[src/rtl/gcn_readout_pkg.sv]
// rtl/gcn_readout_pkg.sv - shared defaults and sender state type for the readout row sender
package gcn_readout_pkg;

  localparam int DEF_FEATURE_ROWS   = 6;
  localparam int DEF_WEIGHT_COLS    = 3;
  localparam int DEF_DOT_PROD_WIDTH = 16;

  typedef enum logic [2:0] {
    IDLE,
    FILL,
    PRESENT,
    ADVANCE,
    DONE
  } sender_state_t;

endpackage

[src/rtl/fm_wm_adj_row_sender_if.sv]
// rtl/fm_wm_adj_row_sender_if.sv - fill stream and arg-max row bus of the row sender
interface fm_wm_adj_row_sender_if
  import gcn_readout_pkg::*;
#(
  parameter int FEATURE_ROWS          = DEF_FEATURE_ROWS,
  parameter int WEIGHT_COLS           = DEF_WEIGHT_COLS,
  parameter int DOT_PROD_WIDTH        = DEF_DOT_PROD_WIDTH,
  parameter int COUNTER_FEATURE_WIDTH = $clog2(FEATURE_ROWS)
);

  logic                             wr_valid;
  logic                             wr_ready;
  logic [DOT_PROD_WIDTH-1:0]        wr_data;
  logic [DOT_PROD_WIDTH-1:0]        fm_wm_adj_row_out [0:WEIGHT_COLS-1];
  logic                             argmax_read;
  logic                             argmax_write;
  logic [COUNTER_FEATURE_WIDTH-1:0] argmax_row_idx;
  logic [COUNTER_FEATURE_WIDTH-1:0] send_row;

  modport slave (
    input  wr_valid, wr_data, argmax_row_idx,
    output wr_ready, fm_wm_adj_row_out, argmax_read, argmax_write, send_row
  );

  modport master (
    output wr_valid, wr_data, argmax_row_idx,
    input  wr_ready, fm_wm_adj_row_out, argmax_read, argmax_write, send_row
  );

endinterface

[src/rtl/rc_addr_counter.sv]
// rtl/rc_addr_counter.sv - row-major fill address counter with wrap and last-element flag
module rc_addr_counter
  import gcn_readout_pkg::*;
#(
  parameter int ROWS = DEF_FEATURE_ROWS,
  parameter int COLS = DEF_WEIGHT_COLS,
  parameter int RW   = $clog2(ROWS),
  parameter int CW   = $clog2(COLS)
) (
  input  logic          clk,
  input  logic          reset,
  input  logic          inc,
  output logic [RW-1:0] row,
  output logic [CW-1:0] col,
  output logic          last
);

  localparam logic [RW-1:0] LAST_ROW = RW'(ROWS - 1);
  localparam logic [CW-1:0] LAST_COL = CW'(COLS - 1);

  assign last = (row == LAST_ROW) && (col == LAST_COL);

  always_ff @(posedge clk or negedge reset) begin
    if (!reset) begin
      row <= '0;
      col <= '0;
    end else if (inc) begin
      if (last) begin
        row <= '0;
        col <= '0;
      end else if (col == LAST_COL) begin
        row <= row + RW'(1);
        col <= '0;
      end else begin
        col <= col + CW'(1);
      end
    end
  end

endmodule

[src/rtl/fm_wm_adj_row_sender.sv]
// rtl/fm_wm_adj_row_sender.sv - buffers the product matrix and presents it row by row to arg-max
module fm_wm_adj_row_sender
  import gcn_readout_pkg::*;
#(
  parameter int FEATURE_ROWS          = DEF_FEATURE_ROWS,
  parameter int WEIGHT_COLS           = DEF_WEIGHT_COLS,
  parameter int DOT_PROD_WIDTH        = DEF_DOT_PROD_WIDTH,
  parameter int COUNTER_FEATURE_WIDTH = $clog2(FEATURE_ROWS),
  parameter int COUNTER_WEIGHT_WIDTH  = $clog2(WEIGHT_COLS)
) (
  input  logic                        clk,
  input  logic                        reset,
  fm_wm_adj_row_sender_if.slave       bus,
  output logic                        done,
  output logic                        sync_err
);

  localparam logic [COUNTER_FEATURE_WIDTH-1:0] LAST_ROW = COUNTER_FEATURE_WIDTH'(FEATURE_ROWS - 1);

  sender_state_t                    state_q, state_d;
  logic [COUNTER_FEATURE_WIDTH-1:0] wr_row, send_row_q;
  logic [COUNTER_WEIGHT_WIDTH-1:0]  wr_col;
  logic                             wr_last, wr_ready, wr_fire, presenting;
  logic [DOT_PROD_WIDTH-1:0]        mem [FEATURE_ROWS][WEIGHT_COLS];

  assign wr_fire = bus.wr_valid && wr_ready;

  rc_addr_counter #(
    .ROWS (FEATURE_ROWS),
    .COLS (WEIGHT_COLS),
    .RW   (COUNTER_FEATURE_WIDTH),
    .CW   (COUNTER_WEIGHT_WIDTH)
  ) u_addr (
    .clk   (clk),
    .reset (reset),
    .inc   (wr_fire),
    .row   (wr_row),
    .col   (wr_col),
    .last  (wr_last)
  );

  always_ff @(posedge clk or negedge reset) begin
    if (!reset) state_q <= IDLE;
    else        state_q <= state_d;
  end

  always_comb begin
    state_d    = state_q;
    wr_ready   = 1'b0;
    presenting = 1'b0;
    unique case (state_q)
      IDLE, FILL, DONE: begin
        wr_ready = 1'b1;
        if (wr_fire) state_d = wr_last ? PRESENT : FILL;
      end
      PRESENT: begin
        presenting = 1'b1;
        state_d    = ADVANCE;
      end
      ADVANCE: begin
        presenting = 1'b1;
        state_d    = (send_row_q == LAST_ROW) ? DONE : PRESENT;
      end
      default: state_d = IDLE;
    endcase
  end

  assign bus.wr_ready     = wr_ready;
  assign bus.argmax_read  = (state_q == PRESENT);
  assign bus.argmax_write = (state_q == ADVANCE);
  assign bus.send_row     = send_row_q;
  assign done             = (state_q == DONE);

  // The row is muxed from storage for both PRESENT and ADVANCE so it is stable across the pair.
  always_comb begin
    for (int c = 0; c < WEIGHT_COLS; c++) begin
      bus.fm_wm_adj_row_out[c] = presenting ? mem[send_row_q][c] : '0;
    end
  end

  always_ff @(posedge clk or negedge reset) begin
    if (!reset) begin
      send_row_q <= '0;
      sync_err   <= 1'b0;
      for (int r = 0; r < FEATURE_ROWS; r++) begin
        for (int c = 0; c < WEIGHT_COLS; c++) begin
          mem[r][c] <= '0;
        end
      end
    end else begin
      if (wr_fire) mem[wr_row][wr_col] <= bus.wr_data;
      if (state_q == ADVANCE) begin
        send_row_q <= (send_row_q == LAST_ROW) ? '0 : send_row_q + COUNTER_FEATURE_WIDTH'(1);
      end
      if ((state_q == PRESENT) && (bus.argmax_row_idx != send_row_q)) sync_err <= 1'b1;
    end
  end

endmodule

[src/flat_wrapper.sv]
// flat-port wrapper written by rule: the top's interface ports become plain ports
module fm_wm_adj_row_sender_flat import gcn_readout_pkg::*;
#(
  parameter int FEATURE_ROWS          = DEF_FEATURE_ROWS,
  parameter int WEIGHT_COLS           = DEF_WEIGHT_COLS,
  parameter int DOT_PROD_WIDTH        = DEF_DOT_PROD_WIDTH,
  parameter int COUNTER_FEATURE_WIDTH = $clog2(FEATURE_ROWS),
  parameter int COUNTER_WEIGHT_WIDTH  = $clog2(WEIGHT_COLS)
)
  (clk, reset, done, sync_err, bus_wr_valid, bus_wr_data, bus_argmax_row_idx, bus_wr_ready, bus_fm_wm_adj_row_out, bus_argmax_read, bus_argmax_write, bus_send_row);
  fm_wm_adj_row_sender_if #(.FEATURE_ROWS(FEATURE_ROWS), .WEIGHT_COLS(WEIGHT_COLS), .DOT_PROD_WIDTH(DOT_PROD_WIDTH), .COUNTER_FEATURE_WIDTH(COUNTER_FEATURE_WIDTH)) bus_i ();
  input  logic clk;
  input  logic reset;
  output logic done;
  output logic sync_err;
  input wire logic [$bits(bus_i.wr_valid)-1:0] bus_wr_valid;
  input wire logic [$bits(bus_i.wr_data)-1:0] bus_wr_data;
  input wire logic [$bits(bus_i.argmax_row_idx)-1:0] bus_argmax_row_idx;
  output wire logic [$bits(bus_i.wr_ready)-1:0] bus_wr_ready;
  output wire logic [$bits(bus_i.fm_wm_adj_row_out)-1:0] bus_fm_wm_adj_row_out;
  output wire logic [$bits(bus_i.argmax_read)-1:0] bus_argmax_read;
  output wire logic [$bits(bus_i.argmax_write)-1:0] bus_argmax_write;
  output wire logic [$bits(bus_i.send_row)-1:0] bus_send_row;
  assign bus_i.wr_valid = bus_wr_valid;
  assign bus_i.wr_data = bus_wr_data;
  assign bus_i.argmax_row_idx = bus_argmax_row_idx;
  assign bus_wr_ready = bus_i.wr_ready;
  assign bus_fm_wm_adj_row_out = {>>{bus_i.fm_wm_adj_row_out}};
  assign bus_argmax_read = bus_i.argmax_read;
  assign bus_argmax_write = bus_i.argmax_write;
  assign bus_send_row = bus_i.send_row;
  fm_wm_adj_row_sender #(.FEATURE_ROWS(FEATURE_ROWS), .WEIGHT_COLS(WEIGHT_COLS), .DOT_PROD_WIDTH(DOT_PROD_WIDTH), .COUNTER_FEATURE_WIDTH(COUNTER_FEATURE_WIDTH), .COUNTER_WEIGHT_WIDTH(COUNTER_WEIGHT_WIDTH)) u_core (.clk(clk), .reset(reset), .bus(bus_i), .done(done), .sync_err(sync_err));
endmodule
[config.mk]
export PLATFORM = sky130hd
export DESIGN_NAME = fm_wm_adj_row_sender_flat
export DESIGN_NICKNAME = d
export VERILOG_FILES = /design/src/rtl/gcn_readout_pkg.sv /design/src/rtl/fm_wm_adj_row_sender_if.sv /design/src/rtl/rc_addr_counter.sv /design/src/rtl/fm_wm_adj_row_sender.sv /design/src/flat_wrapper.sv
export SDC_FILE = /design/constraint.sdc
export NUM_CORES = 1
export LEC_CHECK = 0
export ABC_AREA = 1
export CAP_MARGIN = 20
export CELL_PAD_IN_SITES_DETAIL_PLACEMENT = 1
export CELL_PAD_IN_SITES_GLOBAL_PLACEMENT = 2
export CORE_ASPECT_RATIO = 0.75
export CORE_UTILIZATION = 36
export CTS_CLUSTER_DIAMETER = 120
export DETAILED_ROUTE_END_ITERATION = 12
export PLACE_DENSITY = 0.85
export RECOVER_POWER = 100
export SLEW_MARGIN = 20
export SYNTH_ARGS = -nofsm -noshare
export SYNTH_HDL_FRONTEND = slang
export SYNTH_SLANG_ARGS = --single-unit
[constraint.sdc]
create_clock -name clk -period 1.9 [get_ports clk]
set_input_delay 0.475 -clock clk [delete_from_list [all_inputs] [get_ports clk]]
set_output_delay 0.475 -clock clk [all_outputs]
set_load 0.1 [all_outputs]
======== Word-level counts from Yosys, hierarchy flattened ========
Cells that the tools add are included.
word-level totals
  bits in registers ....................... 300
  latch bits .............................. 0
  memory bits (writable) .................. 0
  bits in read-only memories .............. 0
  input port bits ......................... 22
  output and inout bits ................... 56
  word-level logic and storage cells ...... 75
  memories kept ........................... 0
operators by class
  add/sub/neg operators ................... 3
  $mul .................................... 0
  divide/modulo/power cells ............... 0
  order comparisons ....................... 5
  equality and inequality tests ........... 9
  shift-type cells ........................ 0
  multiplexer cells ....................... 22
  bitwise logic cells ..................... 3
  reductions and logical operators ........ 10
operators by type and width
  operator                                                              number
  288-bit bitwise mux                                                   1
  48-bit binary-select mux with 3-bit select                            1
  48-bit demux with 3-bit select                                        1
  48-bit two-way mux                                                    3
  16-bit two-way mux                                                    4
  16-bit demux with 2-bit select                                        1
  3-bit two-way mux                                                     5
  3-bit == test, second input constant                                  3
  3-bit case mux with 3 select lines                                    1
  4-bit >= comparator, second input constant                            2
  3-bit inverter with 4-bit output                                      2
  3-bit by 1-bit adder with 3-bit output, second input constant         2
  3-bit by 2-bit == test with 1-bit output, second input constant       2
  2-bit two-way mux                                                     3
  1-bit logical AND                                                     5
  4-bit by 1-bit < comparator with 1-bit output, second input constant  1
  3-bit by 1-bit == test with 1-bit output, second input constant       1
  3-bit >= comparator, second input constant                            1
  3-bit logical NOT                                                     1
  3-bit by 1-bit < comparator with 1-bit output, second input constant  1
  3-bit inequality test                                                 1
  2-bit inverter with 3-bit output                                      1
  3-bit OR reduction                                                    1
  2-bit by 1-bit adder with 2-bit output, second input constant         1
  6 further kinds                                                       7

======== Depth between registers and ports, before layout ========
Gate-level depths: netlist of the first run.
  depth in word-level cells ............... 8
  gate-level depth with buffers ........... 9
  depth with buffers taken out ............ 7

======== By module ========
A second synthesis of the first run with hierarchy kept.
unflattened totals
  cells, all modules ...................... 1972
  area, all modules ....................... 15001.9 um^2
modules (own cells, without submodules)
  module                instances  cells each  area an instance (um^2)  sequential area each (um^2)
  fm_wm_adj_row_sender  1          1937        14730.4                  7382.1
  rc_addr_counter       1          35          271.5                    125.1

======== Worst setup path before layout of the first run ========
No wires, ideal clock.
  path kind ............................... register to output
  from .................................... register u_core.send_row_q[0] (netlist: u_core.bus.send_row[0])
  to ...................................... output bus_fm_wm_adj_row_out[15]
  arrival ................................. 3067 ps
  data required time ...................... 1425 ps
  slack ................................... -1642 ps
  stages on the path, launching flop included .. 8
  path buffers ............................ 3
  cells stage by stage .................... dfrtp_1 buf_2 buf_2 buf_2 nand3_1 a21oi_1 nor2_1 nor2_1
between the ends
  longest elaborated chain between the ends .. 5
ends and longest elaborated chain
  element                                                 RTL line                    source
  start, declared                                         fm_wm_adj_row_sender.sv:21  logic [COUNTER_FEATURE_WIDTH-1:0] wr_row, send_row_q;
  start signal, assigned                                  fm_wm_adj_row_sender.sv:93  send_row_q <= (send_row_q == LAST_ROW) ? '0 : send_row_q + COUNTER_FEATURE_WIDTH'(1);
  3-bit inverter with 4-bit output (not written as such)  fm_wm_adj_row_sender.sv:77  bus.fm_wm_adj_row_out[c] = presenting ? mem[send_row_q][c] : '0;
  48-bit binary-select mux with 3-bit select              fm_wm_adj_row_sender.sv:77
  48-bit two-way mux (2 in series)                        n/a
  16-bit two-way mux                                      fm_wm_adj_row_sender.sv:77
  end, declared                                           flat_wrapper.sv:20          output wire logic [$bits(bus_i.fm_wm_adj_row_out)-1:0] bus_fm_wm_adj_row_out;
No other way between the ends. The select of a mux whose other input is x is not followed.

======== Worst setup path after layout of the first run ========
  from .................................... register u_core.send_row_q[0] (netlist: u_core.bus.send_row[0])
  to ...................................... output bus_fm_wm_adj_row_out[43]
Same word-level chain as after synthesis.

==> reports/results.ini, run 1 <==
[logic_synthesis]
yosys.area.top_type = dfrtp_1
ys_seq_elements = 300
syn_inst = 1917
ys_warn_count = 0
synthTopCellsByArea = dfrtp_1 (51%), nand2_1 (14%), nand3_1 (6.7%), o21ai_0 (6.6%), inv_1 (5.8%)
synth_nets = 1941
ys_seq_area_share_pct = 50.77
syn-cell-area_um2 = 14790
synth.distinct_cells = 25
avgSynthCellArea_um2 = 7.713
synth_top_area_share_pct = 50.77

[final_layout]
nets = 2064
syn_to_final_growth_pct = 37.34
drive_above_1_share_pct = 24.09
instances_no_fill = 2583
regArea_um2 = 7520
nFillCells = 4594
insertedDiodeCount = 0
multi_input_area_um2 = 6659

[routing]
drt-met1-wl_um = 24930
postRouteAntennaNets = 0
wl_per_cell_um = 21.63
wl_met3_um = 2701
vias = 13680
drtIter0Drc = 1182
wl_um = 55870
wl_met2_um = 26560
via_per_inst = 5.297
drtPass1Iterations = 5
top_layer = met4
route.detailed.drc = 0

[sta]
fin_crit_sh_pct = 141.1
clock.fmax_ghz = 0.3731
relSlewSlack_pct = 28.77
min_period_ps = 2681
setup_violations = 57
clock_skew_ps = 21.42
worst_pin_slew_ps = 1069
tns_ps = -35230
rsz0062_at_grt = yes
slew_violations = 0
final_hold_viol_count = 0
worst_slack_ps = -780.6

[place]
dp_hpwl_um = 31840
gp_congestion = 0.8116
port_buffers = 77
dp_cells = 2478

[cts]
clock_sinks = 300
clk_pin_slew_ps = 60
tritoncts = done
cts_max_path_buffers = 3
root_buffer = clkbuf_16
cts_made_buffers = 34
htreeDepth = 2
clkLatencyLatePin_ps = 540

[floorplanning]
coreArea_um2 = 39960
rows = 63
dieArea_um2 = 41900
io_pins = 78
die_width_um = 236.0
start_util_pct = 37.00
die_h_um = 177.5

[setup_path]
cp-end-kind = output port
cp_slowest_stage_delay_ps = 510
crit_type = reg2out
path_buf_inv = 4
crit_arrival_ps = 2210
crit_required_ps = 1420
cp_cell_sequence = buf_4, clkbuf_16, buf_12, nand2_1, nand3_1, nand2_1, nor2_1, nor2_4, buf_12
crit_path_max_fanout = 15
slowest_stage = dfrtp_4
worstSetupStartpointType = flop
cpLargestDelayFamily = buffers and inverters

[run_status]
outcome = complete, but fails checks
violations = negative setup slack

[global_routing]
grt_max_degree = 63
grt_pass1_wl_um = 80850
grt_overflow = 0
grt_pass1_vias = 13980
grt.total_usage_pct = 24.95
antenna_found_initial = 3

[run]
maxCapViolCount = 0

[pwr]
p_leak_nw = 9.268
p_per_area_nw_per_um2 = 1433
ir_drop_mv = 0.8501

[hold_path]
hp-class = reg2reg

cell type report:
cell class / instances / share of cell area (%)
clock buffers: 46 / 4.824
clock inverters: 13 / 0.8256
inverters: 230 / 4.430
multi-input cells: 1253 / 32.79
flip-flops and latches: 300 / 37.03
well taps: 520 / 3.204
repair buffers: 219 / 16.70
repair inverters: 2 / 0.2033
worst reg2reg max path: cells and delay by family (launching register included):
family / cells / cell delay, ps
simple gates: 4 / 400
flops: 1 / 420
compound gates: 1 / 220
buf+inv: 5 / 780
power breakdown:
| part | leakage (nW) | switching [mW] | internal, mW | total (mW) |
|---|---|---|---|---|
| combinational | 4.78 | 7.14 | 4.40 | 11.5 |
| clock | 0.567 | 2.82 | 4.16 | 6.98 |
| sequential | 3.92 | 1.58 | 9.01 | 10.6 |
| total | 9.27 | 11.5 | 17.6 | 29.1 |
synth_stat cells:
cell / number
o22ai_1: 1
nor2_1: 121
nand2_4: 10
buf_1: 3
buf_6: 29
buf_4: 19
nor2_2: 3
nand3_1: 198
buf_12: 1
inv_1: 229
nor3_1: 1
inv_2: 1
nand2_2: 9
xnor2_1: 3
a21oi_1: 49
o21ai_0: 196
nor2_4: 1
buf_2: 52
nand2_1: 552
clkbuf_1: 33
nand4_1: 2
ha_1: 2
o21ai_1: 101
xor2_1: 1
dfrtp_1: 300
logic make-up after synthesis:
group           share of synthesized area [%]
fa+ha+maj                              0.1692
flops                                   50.77
simple gates                            25.25
compound gates                          11.75
buf+inv                                 11.82
xor+xnor                               0.2370
per-stage QoR:
step / hold slack, ps / utilization, % / instance area, um^2 / setup slack (ps) / total power, mW
after global routing: 506.5 / 50.82 / 20310 / -829.9 / 30.99
after floorplan: 179.4 / - / 15270 / -438.4 / 16.93
final: 484.1 / 50.82 / 20310 / -780.6 / 29.11
after global placement: 382.4 / 43.95 / 17570 / -246.5 / 19.66
after CTS: 427.0 / 47.89 / 19140 / -778.4 / 27.65
after detailed placement: 387.6 / 43.95 / 17570 / -250.8 / 20.12
routing by layer:
| metal | track usage [%] | up-vias |
|---|---|---|
| li1 | - | 6280 |
| met3 | 3.655 | 112 |
| met2 | 42.05 | 330 |
| met4 | 7.789 | 0 |
| met5 | 0 | - |
| met1 | 33.15 | 6959 |
path summary, 6_finish.rpt:
kind | start | endpoint | depth (start not counted) | slack [ps]
max | u_core.bus.send_row[0]$_DFFE_PN0P_ | bus_fm_wm_adj_row_out[43] | 9 | -780
min | u_core.mem[85]$_DFFE_PN0P_ | u_core.mem[85]$_DFFE_PN0P_ | 2 | 480
max reg2reg | u_core.state_q[2]$_DFFE_PN0P_ | u_core.mem[17]$_DFFE_PN0P_ | 10 | -10
min reg2reg | u_core.mem[85]$_DFFE_PN0P_ | u_core.mem[85]$_DFFE_PN0P_ | 2 | 480
max in group asynchronous | reset | u_core.mem[211]$_DFFE_PN0P_ | 3 | 110
min in group asynchronous | reset | u_core.mem[95]$_DFFE_PN0P_ | 2 | 670
registers in the layout, summed over array words and instances, names as in the netlist:
| signal | cells |
|---|---|
| u_core.mem | 288 |
| u_core.bus.send_row | 3 |
| u_core.state_q | 3 |
| u_core.u_addr.row | 3 |
| u_core.u_addr.col | 2 |
| u_core.sync_err | 1 |
timing repair:
item | CTS | global route
hold buffers | 1 | 0
resized for setup | 91 | 176
setup endpoints to repair | 55 | 127
endpoints found under the hold margin | 30 | 0
pin swaps | 4 | 39
setup buffers | 7 | 22
cloned | 2 | 19
cells in the final DEF, fill, tap and decap left out, types with 2 or more instances in the layout:
cell,count
xnor2_1,3
dfrtp_1,296
ha_1,2
inv_1,223
nand4_1,2
nand3_4,4
nand3_2,37
a21oi_1,22
nand2_8,10
nand2_1,503
o21ai_0,175
inv_4,4
buf_6,25
inv_2,2
buf_4,49
nand2_2,52
o21ai_1,122
clkbuf_8,3
nand2_4,9
buf_8,4
clkdlybuf4s50_1,20
clkbuf_1,7
clkinv_2,8
bufinv_16,4
buf_16,7
nor2_4,57
a21oi_2,27
clkbuf_16,47
nor2_1,31
nand3_1,157
clkinv_16,2
buf_12,100
dfrtp_4,3
nor2_2,37
Note: power is estimated with default switching activity, not from simulation.
==> run 2, diff against run 1 <==
--- a/config.mk
+++ b/config.mk
@@ -12,6 +12,7 @@
 export CORE_ASPECT_RATIO = 0.75
 export CORE_UTILIZATION = 36
 export CTS_CLUSTER_DIAMETER = 120
+export CTS_CLUSTER_SIZE = 24
 export DETAILED_ROUTE_END_ITERATION = 12
 export PLACE_DENSITY = 0.85
 export RECOVER_POWER = 100
==> reports/results.ini, run 2 (same netlist as run 1, synthesis figures left out) <==
[cts]
cts_max_path_buffers = 3
root_buffer = clkbuf_16
htreeDepth = 1
cts_made_buffers = 16
clock_sinks = 300
tritoncts = done
clk_pin_slew_ps = 100
clkLatencyLatePin_ps = 540

[floorplanning]
rows = 63
coreArea_um2 = 39960
dieArea_um2 = 41900
start_util_pct = 37.00
die_h_um = 177.5
io_pins = 78
die_width_um = 236.0

[global_routing]
grt_overflow = 0
grt.total_usage_pct = 25.60
grt_pass1_wl_um = 82410
grt_pass1_vias = 14000
grt_max_degree = 56
antenna_found_initial = 2

[routing]
vias = 13510
postRouteAntennaNets = 0
via_per_inst = 5.309
wl_per_cell_um = 21.45
drtIter0Drc = 1015
wl_um = 54560
drtPass1Iterations = 5
route.detailed.drc = 0

[sta]
worst_pin_slew_ps = 1049
clock_skew_ps = 27.96
worst_slack_ps = -819.4
slew_violations = 0
relSlewSlack_pct = 30.03
rsz0062_at_grt = yes
clock.fmax_ghz = 0.3677
fin_crit_sh_pct = 143.1
min_period_ps = 2719
holdWs_ps = 489.6
setup_violations = 282
final_hold_viol_count = 0

[hold_path]
worstHoldStart = u_core.sync_err$_DFFE_PN0P_
hold_depth = 2
hold_end = u_core.sync_err$_DFFE_PN0P_
hp-class = reg2reg

[setup_path]
r2r-end = u_core.mem[40]$_DFFE_PN0P_
crit_path_max_fanout = 7
r2r_cells = 10
crit_arrival_ps = 2240
cp-end-kind = output port
rrSetupSlack_ps = -250
crit_required_ps = 1420
crit_type = reg2out
worstSetupStartpointType = flop
r2r-start = u_core.state_q[2]$_DFFE_PN0P_

[final_layout]
final_common_cell = nand2_1
drive_above_1_share_pct = 24.91
instances_no_fill = 2544
nets = 2046
largest_reg_flops = 288
multi_input_area_um2 = 6874
regMostFlops = u_core.mem
syn_to_final_growth_pct = 34.36
layout_common_cells = nand2_1 (490), dfrtp_1 (296), inv_1 (223), o21ai_0 (183), nand3_1 (139)
nFillCells = 4632
regArea_um2 = 7520

[pwr]
p_total_mw = 26.20
ir_drop_mv = 0.5878
p_per_area_nw_per_um2 = 1319
p_leak_nw = 8.950

[place]
pre_cts_slack_ps = -250.8
port_buffers = 77
gp_congestion = 0.8116
dp_cells = 2478
dp_hpwl_um = 31840

[run_status]
violations = negative setup slack
outcome = complete, but fails checks

[run]
maxCapViolCount = 0

run 2: changes by cell type in the layout (fill, tap and decap cells not counted), moves of 7 or more:
cell / previous run / this run
o21ai_1: 122 / 113
o21ai_0: 175 / 183
nand2_2: 52 / 61
clkbuf_16: 47 / 27
nand2_1: 503 / 490
nor2_4: 57 / 64
nand3_1: 157 / 139
clkinv_2: 8 / 0
nand3_2: 37 / 53
buf_8: 4 / 11
run 2: where the power goes:
part / total (mW) / internal, mW / leakage, nW / switching (mW)
Sequential: 10.5 / 8.98 / 3.92 / 1.56
Combinational: 11.8 / 4.52 / 4.81 / 7.24
Clock: 3.89 / 1.64 / 0.218 / 2.25
run 2: per-stage QoR:
step / utilization (%) / instance area [um^2] / setup TNS, ps
global route: 49.71 / 19870 / -88310
finish: 49.71 / 19870 / -56760
CTS: 47.89 / 19140 / -36190
global placement: 43.95 / 17570 / -36940
detailed placement: 43.95 / 17570 / -43040
floorplan: - / 15270 / -20580
run 2: timing repair:
item	4_1_cts	5_1_grt
endpoints found under the setup margin	55	166
hold endpoints to repair	30	0
hold buffers	1	0
setup buffers	20	14
resized for setup	210	128
cloned	10	13
pin swaps	69	61
run 2: layout make-up:
cell class | count | area share [%]
clock buffers | 18 | 2.160
flip-flops and latches | 300 | 37.85
repair inverters | 2 | 0.1574
multi-input cells | 1250 | 34.60
clock inverters | 1 | 0.08187
inverters | 230 | 4.528
repair buffers | 222 | 17.34
well taps | 520 | 3.275
diodes | 1 | 0.01260
run 2: worst max-delay path, stage by stage, from the launching register on:
cell and delay [ps]:
dfrtp_4 540, nor2_4 240, buf_6 190, buf_16 160, nand3_2 70, nand2_2 90
nor2_2 60, nor2_4 140, buf_12 190
run 2: worst max path at each step:
stage | cells past startpoint | slack [ps] | end | start
6_report | 8 | -820 | bus_fm_wm_adj_row_out[44] | u_core.bus.send_row[1]$_DFFE_PN0P_
5_1_grt | 8 | -870 | bus_fm_wm_adj_row_out[43] | u_core.bus.send_row[1]$_DFFE_PN0P_
4_1_cts | 10 | -800 | bus_fm_wm_adj_row_out[42] | u_core.bus.send_row[0]$_DFFE_PN0P_
3_5_place_dp | 9 | -250 | bus_fm_wm_adj_row_out[37] | u_core.bus.send_row[0]$_DFFE_PN0P_
3_3_place_gp | 9 | -250 | bus_fm_wm_adj_row_out[37] | u_core.bus.send_row[0]$_DFFE_PN0P_
2_1_floorplan | 8 | -440 | bus_fm_wm_adj_row_out[0] | u_core.bus.send_row[0]$_DFFE_PN0P_
run 2: routing by layer:
layer  track usage (%)  part of all wire (%)  wire (um)  vias to the layer above
met5                 0                     0          0                        -
met4             7.217                   2.7       1496                        0
met3             3.189                   4.8       2601                       85
met2             43.36                    48      26030                      346
met1             34.48                    45      24430                     6846
li1                  -                     -          -                     6230
==> run 3, diff against run 2 <==
--- a/config.mk
+++ b/config.mk
@@ -7,10 +7,10 @@
 export LEC_CHECK = 0
 export ABC_AREA = 1
 export CAP_MARGIN = 20
-export CELL_PAD_IN_SITES_DETAIL_PLACEMENT = 1
-export CELL_PAD_IN_SITES_GLOBAL_PLACEMENT = 2
+export CELL_PAD_IN_SITES_DETAIL_PLACEMENT = 0
+export CELL_PAD_IN_SITES_GLOBAL_PLACEMENT = 1
 export CORE_ASPECT_RATIO = 0.75
-export CORE_UTILIZATION = 36
+export CORE_UTILIZATION = 45
 export CTS_CLUSTER_DIAMETER = 120
 export CTS_CLUSTER_SIZE = 24
 export DETAILED_ROUTE_END_ITERATION = 12
==> reports/results.ini, run 3 (same netlist as run 1, synthesis figures left out) <==
[sta]
slew_violations = 0
clock_skew_ps = 27.31
holdWs_ps = 490.9
tns_ps = -36980
fin_crit_sh_pct = 143.8
relSlewSlack_pct = 50.31
rsz0062_at_grt = yes
final_hold_viol_count = 0
min_period_ps = 2731
worst_slack_ps = -831.4
clock.fmax_ghz = 0.3661
worst_pin_slew_ps = 745.3
setup_violations = 54

[cts]
htreeDepth = 1
tritoncts = done
clk_pin_slew_ps = 120
clock_sinks = 300
root_buffer = clkbuf_16
clkLatencyLatePin_ps = 520
cts_made_buffers = 16
cts_max_path_buffers = 3

[final_layout]
syn_to_final_growth_pct = 33.47
insertedDiodeCount = 0
fin_area_um2 = 19740
final_common_cell = nand2_1
nets = 2056
layout_common_cells = nand2_1 (500), dfrtp_1 (296), inv_1 (223), o21ai_0 (195), nand3_1 (150)
regArea_um2 = 7520
largest_reg_flops = 288
instances_no_fill = 2476
nFillCells = 2798
multi_input_area_um2 = 6782
drive_above_1_share_pct = 24.29
final_core_util_pct = 60.96
regMostFlops = u_core.mem

[floorplanning]
io_pins = 78
rows = 57
dieArea_um2 = 33600
coreArea_um2 = 32380
die_width_um = 211.3
die_h_um = 159.0
start_util_pct = 45.67

[pwr]
power_frac_comb_pct = 45.1
clkPwrFrac_pct = 14.5
netSwitchingPower_mw = 10.61
p_total_mw = 26.07
p_int_mw = 15.47
seq_power_share_pct = 40.4
p_leak_nw = 9.065
swShare_pct = 40.68
p_per_area_nw_per_um2 = 1321
ir_drop_mv = 0.5555

[run_status]
outcome = complete, but fails checks
violations = negative setup slack

[routing]
drt-met1-wl_um = 20700
postRouteAntennaNets = 0
wl_per_cell_um = 18.54
drtPass1Iterations = 8
via_per_inst = 5.328
wl_met3_um = 2855
drtIter0Drc = 1129
top_layer = met4
wl_met2_um = 21420
wl_um = 45920
vias = 13190
route.detailed.drc = 0

[setup_path]
crit_arrival_ps = 2260
worstSetupStartpointType = flop
crit_type = reg2out
crit_required_ps = 1420
crit_path_max_fanout = 8
cp-end-kind = output port

[place]
gp_congestion = 0.8274
placed_cell_area_um2 = 17410
port_buffers = 77
dp_hpwl_um = 26530
pre_cts_slack_ps = -289.9
dp_cells = 2404

[hold_path]
hp-class = reg2reg

[run]
maxCapViolCount = 0

[global_routing]
grt_pass1_wl_um = 69520
grt.total_usage_pct = 26.38
grt_pass1_vias = 12390
antenna_found_initial = 0
grt_overflow = 0
grt_max_degree = 73

-- run 3: changes by cell type in the layout (fill, tap and decap cells not counted), sizes merged --
cell	before	now
buf	182	194
clkinv	2	1
diode	1	0
-- run 3: repair_timing --
| action | CTS | global route |
|---|---|---|
| hold endpoints to repair | 36 | 0 |
| resized for setup | 112 | 174 |
| gates cloned | 9 | 17 |
| pin swaps | 22 | 71 |
| setup endpoints to repair | 55 | 67 |
| setup buffers | 12 | 27 |
| hold buffers | 1 | 0 |
-- run 3: layout make-up --
type	count	share of cell area [%]
Multi-Input combinational cell	1250	34.36
Clock inverter	1	0.08241
Timing Repair Buffer	233	17.95
Sequential cell	300	38.10
Timing Repair inverter	1	0.04438
Clock buffer	19	2.193
Tap cell	442	2.802
Inverter	230	4.463
-- run 3: critical path: stages (launching register included) --
cell	delay, ps
dfrtp_4	620
inv_12	160
buf_12	130
buf_16	120
nand3_1	90
a21oi_2	180
nor2_4	50
nor2_4	160
buf_12	190
-- run 3: metal layers --
| layer | vias to the layer above | GRT usage [%] |
|---|---|---|
| met1 | 6459 | 37.84 |
| met5 | - | 0 |
| met4 | 0 | 5.138 |
| met2 | 423 | 42.45 |
| met3 | 72 | 4.181 |
| li1 | 6238 | - |
-- run 3: final timing paths --
check,from,to,slack (ps),depth (start not counted)
max in group asynchronous,reset,u_core.mem[248]$_DFFE_PN0P_,30,4
max,u_core.bus.send_row[0]$_DFFE_PN0P_,bus_fm_wm_adj_row_out[10],-830,8
min reg2reg,u_core.mem[281]$_DFFE_PN0P_,u_core.mem[281]$_DFFE_PN0P_,490,2
min,u_core.mem[281]$_DFFE_PN0P_,u_core.mem[281]$_DFFE_PN0P_,490,2
max reg2reg,u_core.state_q[2]$_DFFE_PN0P_,u_core.mem[284]$_DFFE_PN0P_,50,9
min in group asynchronous,reset,u_core.mem[279]$_DFFE_PN0P_,500,2
-- run 3: power groups by stage --
stage / sequential, mW / combinational, mW / clock (mW)
final: 10.5 / 11.8 / 3.78
after global routing: 10.8 / 13.1 / 4.06
after CTS: 10.4 / 10.2 / 3.85
after global placement: 10.4 / 9.21 / 0
after detailed placement: 10.5 / 9.42 / 0
after floorplan: 10.2 / 6.74 / 0
